<file path="config.mk">
export PLATFORM = sky130hd
export DESIGN_NAME = hot_page_dedup_fifo
export DESIGN_NICKNAME = d
export VERILOG_FILES = /design/src/rtl/hot_page_dedup_fifo.sv
export SDC_FILE = /design/constraint.sdc
export NUM_CORES = 1
export LEC_CHECK = 0
export ABC_AREA = 1
export CAP_MARGIN = 10
export CORE_UTILIZATION = 29
export DETAILED_ROUTE_END_ITERATION = 10
export GPL_ROUTABILITY_DRIVEN = 0
export PLACE_DENSITY = 0.46
export RECOVER_POWER = 50
export SETUP_SLACK_MARGIN = 0.1
export SLEW_MARGIN = 20
export SYNTH_ARGS = -nofsm -noshare
export SYNTH_HDL_FRONTEND = slang
export SYNTH_SLANG_ARGS = --single-unit
</file>
<file path="constraint.sdc">
create_clock -name axi4_mm_clk -period 3.9 [get_ports axi4_mm_clk]
set_input_delay 0.39 -clock axi4_mm_clk [delete_from_list [all_inputs] [get_ports axi4_mm_clk]]
set_output_delay 0.39 -clock axi4_mm_clk [all_outputs]
set_load 0.01 [all_outputs]
</file>
<file path="src/rtl/hot_page_dedup_fifo.sv">
// Hot-page PFN candidate buffer: drops all-ones and recently-seen PFNs, then
// queues the survivors in a FIFO feeding the HAPB pusher's page_mig_addr port.
module hot_page_dedup_fifo #(
  parameter int ADDR_SIZE  = 33,
  parameter int FIFO_DEPTH = 16,
  parameter int HIST_DEPTH = 8
) (
  input  logic                          axi4_mm_clk,
  input  logic                          axi4_mm_rst_n,
  input  logic                          hot_pg_valid,
  input  logic [ADDR_SIZE-1:0]          hot_pg_addr,
  output logic                          hot_pg_ready,
  output logic                          page_mig_addr_en,
  output logic [ADDR_SIZE-1:0]          page_mig_addr,
  input  logic                          page_mig_addr_ready,
  input  logic                          csr_dedup_en,
  input  logic                          csr_hist_flush,
  output logic [$clog2(FIFO_DEPTH):0]   fifo_count,
  output logic [31:0]                   dup_drop_cnt,
  output logic [31:0]                   inv_drop_cnt
);

  localparam int PTR_W  = $clog2(FIFO_DEPTH);
  localparam int CNT_W  = PTR_W + 1;
  localparam int HPTR_W = (HIST_DEPTH > 1) ? $clog2(HIST_DEPTH) : 1;

  localparam logic [CNT_W-1:0]  FULL_CNT  = CNT_W'(FIFO_DEPTH);
  localparam logic [HPTR_W-1:0] HPTR_LAST = HPTR_W'(HIST_DEPTH - 1);

  logic [ADDR_SIZE-1:0] fifo_mem  [FIFO_DEPTH];
  logic [ADDR_SIZE-1:0] hist_addr [HIST_DEPTH];
  logic [HIST_DEPTH-1:0] hist_vld;
  logic [HPTR_W-1:0]    hist_ptr;
  logic [PTR_W-1:0]     wr_ptr;
  logic [PTR_W-1:0]     rd_ptr;
  logic                 init_done;

  logic accept_p0;
  logic inv_p0;
  logic hit_p0;
  logic dup_p0;
  logic push_p0;
  logic pop_p0;

  function automatic logic [31:0] sat_inc(input logic [31:0] c);
    return (c == 32'hFFFF_FFFF) ? c : c + 32'd1;
  endfunction

  // Accept-cycle classification: invalid beats duplicate beats push
  always_comb begin
    hit_p0 = 1'b0;
    for (int i = 0; i < HIST_DEPTH; i++) begin
      if (hist_vld[i] && (hist_addr[i] == hot_pg_addr)) hit_p0 = 1'b1;
    end
  end

  // Ready is held low for the first cycle after reset release and whenever full;
  // it never looks at page_mig_addr_ready, so the pusher has no path back to the tracker.
  assign hot_pg_ready     = init_done && (fifo_count != FULL_CNT);
  assign accept_p0        = hot_pg_valid && hot_pg_ready;
  assign inv_p0           = accept_p0 && (&hot_pg_addr);
  assign dup_p0           = accept_p0 && !inv_p0 && csr_dedup_en && hit_p0;
  assign push_p0          = accept_p0 && !inv_p0 && !dup_p0;

  assign page_mig_addr_en = (fifo_count != '0);
  assign pop_p0           = page_mig_addr_en && page_mig_addr_ready;
  assign page_mig_addr    = page_mig_addr_en ? fifo_mem[rd_ptr] : '0;

  // Storage arrays carry no reset; occupancy and valid bits qualify them
  always_ff @(posedge axi4_mm_clk) begin
    if (push_p0) begin
      fifo_mem[wr_ptr]    <= hot_pg_addr;
      hist_addr[hist_ptr] <= hot_pg_addr;
    end
  end

  always_ff @(posedge axi4_mm_clk or negedge axi4_mm_rst_n) begin
    if (!axi4_mm_rst_n) begin
      init_done    <= 1'b0;
      wr_ptr       <= '0;
      rd_ptr       <= '0;
      fifo_count   <= '0;
      hist_vld     <= '0;
      hist_ptr     <= '0;
      dup_drop_cnt <= '0;
      inv_drop_cnt <= '0;
    end else begin
      init_done <= 1'b1;
      if (push_p0) wr_ptr <= wr_ptr + PTR_W'(1);
      if (pop_p0)  rd_ptr <= rd_ptr + PTR_W'(1);
      if (push_p0 && !pop_p0)      fifo_count <= fifo_count + CNT_W'(1);
      else if (!push_p0 && pop_p0) fifo_count <= fifo_count - CNT_W'(1);

      // A flush coinciding with a push keeps only the entry written this cycle
      if (csr_hist_flush) hist_vld <= '0;
      if (push_p0) begin
        hist_vld[hist_ptr] <= 1'b1;
        hist_ptr <= (hist_ptr == HPTR_LAST) ? '0 : hist_ptr + HPTR_W'(1);
      end

      if (inv_p0) inv_drop_cnt <= sat_inc(inv_drop_cnt);
      if (dup_p0) dup_drop_cnt <= sat_inc(dup_drop_cnt);
    end
  end

endmodule
</file>
==> results.yml <==
outcome:
  status: "finished with violations"
  violations: "capacitance limit, slew limit"
floorplanning:
  ios: 143
  die_y_microns: 373.7
  die_w_microns: 373.7
  rows: 136
  initial_core_util_pct: 29.18
  dieArea_sq_um: 139700
  core_sq_um: 137300
placed_design:
  dp_slack_ns: 0.0006470
  dpl-instance-area_sq_um: 46150
  io_buffer_count: 142
  dp_cells: 5949
  dp_hpwl_mm: 91.11
yosys:
  postSynthAreaPerCell_sq_um: 10.32
  synthTopCellsByArea: "edfxtp_1 59%, nand2_1 8.0%, dfrtp_1 5.6%, nor2_1 5.3%, o21ai_0 4.0%"
  yosysTopAreaCell: "edfxtp_1"
  synth_area_sq_um: 40070
  synth.distinct_cells: 42
  synth_top_area_share_pct: 59.36
  synth.most_common_cell: "nand2_1"
  yosys-top-cells-count: "855 x nand2_1, 792 x edfxtp_1, 564 x nor2_1"
  synth_nets: 3935
  synth_seq_area_share_pct: 64.92
  netlist_instances: 3882
  ys.flop_type: "edfxtp_1"
  ys_seq_elements: 881
  yosys_warnings: 0
  synth-edff-count: 792
  synth-async-reset-ratio_pct: 10.10
timing:
  final_hold_viol_count: 0
  tightest_slew_ns: 3.260
  period_share_pct: 94.99
  grt_setup_unrepaired: "yes"
  fmax_ghz: 0.2699
  timing.hold.ws_ns: 0.1148
  min_period_ns: 3.705
  skew_ns: 0.03784
  setup_viol: 0
  worst_slack_ns: 0.1954
  slew_violations: 55
  slew_headroom_pct: -117.3
worst_setup_path:
  path_class: "reg2out"
  crit_path_start_kind: "register"
  r2r_start: "hist_addr[2][0]"
  required_ns: 3.51
  rrSetupSlack_ns: 0.74
  reg2regPathDepth: 23
  worstPathArrival_ns: 3.31
  end_kind: "output port"
  worstPathMaxFanout: 33
  r2r_end: "fifo_count[4]"
  startpoint: "rd_ptr[1]"
  worstSetupEndpoint: "page_mig_addr[21]"
clocking:
  cts_tree: "done"
  numCtsBuffers: 100
  clk_path_buf_depth: 3
  clock-sinks: 881
  insertion_delay_ns: 0.72
  clk_pin_slew_ns: 0.06
  root_buffer: "clkbuf_16"
  h-tree-depth: 3
job:
  drv_cap: 1
routing:
  dr_total_vias: 30200
  drc: 0
  wl_mm: 138.4
  dr.first_iter.drc_count: 2753
  via_per_inst: 4.923
  wl_per_cell_microns: 22.56
  drt-pass1-iter-count: 6
  ant_nets: 0
power:
  power_leakage_nw: 18.48
  ir_drop_mv: 0.4103
  powerDensity_nw_per_um2: 586.1
cells_and_area:
  stdcell_area_sq_um: 49150
  utilization_pct: 35.79
  fin_nets: 4319
  fill_cells: 13630
  layout-drive-gt1-share_pct: 10.28
  final_cell_count_no_fill: 6134
  syn2layout_area_growth_pct: 22.68
global_route:
  grt_pass1_wl_mm: 202.9
  grt_max_degree: 80
  grt_overflow_total: 0
  antenna_found_initial: 3
  grt_pass1_vias: 29440
  grt_usage_pct: 19.57
min_path:
  min_path_type: "in2reg"
[logic make-up after synthesis]
kind of cell | Yosys count | synth area share, %
AO/OA/AOI/OAI | 530 | 7.729
XOR/XNOR | 99 | 2.164
adder cells (fa/ha/maj) | 14 | 0.4559
buffers and inverters | 536 | 5.537
flip-flops | 881 | 64.92
other | 1 | 0.009359
AND/OR/NAND/NOR | 1821 | 19.19
[repair_timing]
item                                    4_1_cts  5_1_grt
gates cloned                                  0        1
endpoints found under the setup margin       16       15
setup buffers                                 5        0
endpoints found under the hold margin        57        0
resized for setup                             5       10
hold buffers                                  3        0
[power by group]
group / internal, W / switching [W] / total [W] / leakage, nW
Clock: 0.00535 / 0.00394 / 0.00929 / 1.55
Sequential: 0.0108 / 0.000305 / 0.0112 / 8.30
Combinational: 0.00299 / 0.00537 / 0.00836 / 8.63
[area by class of cell]
type | count | area [sq um] | share of cell area [%]
clock buffer | 124 | 2665 | 5.422
clock inverter | 50 | 500.5 | 1.018
multi-input combinational | 2465 | 12010 | 24.43
inverter | 373 | 1426 | 2.902
timing repair buffer | 445 | 4280 | 8.708
sequential | 881 | 26020 | 52.94
antenna | 2 | 5.005 | 0.01018
tap | 1794 | 2245 | 4.567
[routing by layer]
layer  track usage (%)  vias up  wire (microns)
met2             31.60      932           63980
met1             27.02    14900           63020
li1                  -    14170               -
met5                 0        -               0
met4             5.420        0            3837
met3             3.208      199            7534
[how the worst min path moves through the flow]
stage | cells after the start | from | slack, ns | to
6_report | 2 | hot_pg_addr[28] | 0.11 | fifo_mem[6][28]
5_1_grt | 2 | hot_pg_addr[28] | 0.09 | fifo_mem[8][28]
4_1_cts | 2 | hot_pg_addr[12] | 0.01 | hist_addr[0][12]
3_5_place_dp | 2 | hist_vld[1] | 0.48 | hist_vld[1]
3_3_place_gp | 2 | hist_vld[0] | 0.48 | hist_vld[0]
2_1_floorplan | 0 | axi4_mm_rst_n | 0.09 | dup_drop_cnt[0]
[sequential cells by signal, summed over array words and instances, names as in the netlist]
register	count
wr_ptr	4
rd_ptr	4
hist_vld	8
dup_drop_cnt	32
fifo_count	5
hist_addr	264
hist_ptr	3
fifo_mem	528
init_done	1
inv_drop_cnt	32
[worst max-delay path, stage by stage (launching register included)]
cell             delay (ns)
dfrtp_4                0.61
inv_6                  0.20
buf_12                 0.22
o21ai_0                0.11
o221ai_1               0.19
nand3_1                0.10
a21oi_1                0.51
clkdlybuf4s50_1        0.65
[layout by cell type (no fill, tap or decap), drive strengths merged]
master	netlist	layout
a21oi	49	49
nor3	54	54
o22ai	30	30
a21boi	1	1
xor2	40	40
a21o	1	1
clkinv	1	42
inv	372	373
nand3	144	144
edfxtp	792	792
nor2	570	570
nand3b	23	23
dlygate4sd3	0	61
conb	1	1
fa	1	1
bufinv	0	8
and3	4	4
xnor2	59	59
dfrtp	89	89
or2	16	16
nor3b	6	6
clkdlybuf4s50	0	61
diode	0	2
clkbuf	101	211
o211ai	3	3
buf	62	236
o21ai	341	341
nand2	862	862
ha	13	13
nor4	15	15
o221ai	105	105
and2	4	4
nand4	123	123
[per-stage QoR]
| step | TNS (ns) | total power (W) |
|---|---|---|
| floorplan | -223.85 | 0.01549 |
| global placement | -0.02346 | 0.01964 |
| detailed placement | 0 | 0.01962 |
| CTS | 0 | 0.02910 |
| global route | 0 | 0.03021 |
| finish | 0 | 0.02881 |
Note: power is estimated with default switching activity, not from simulation.
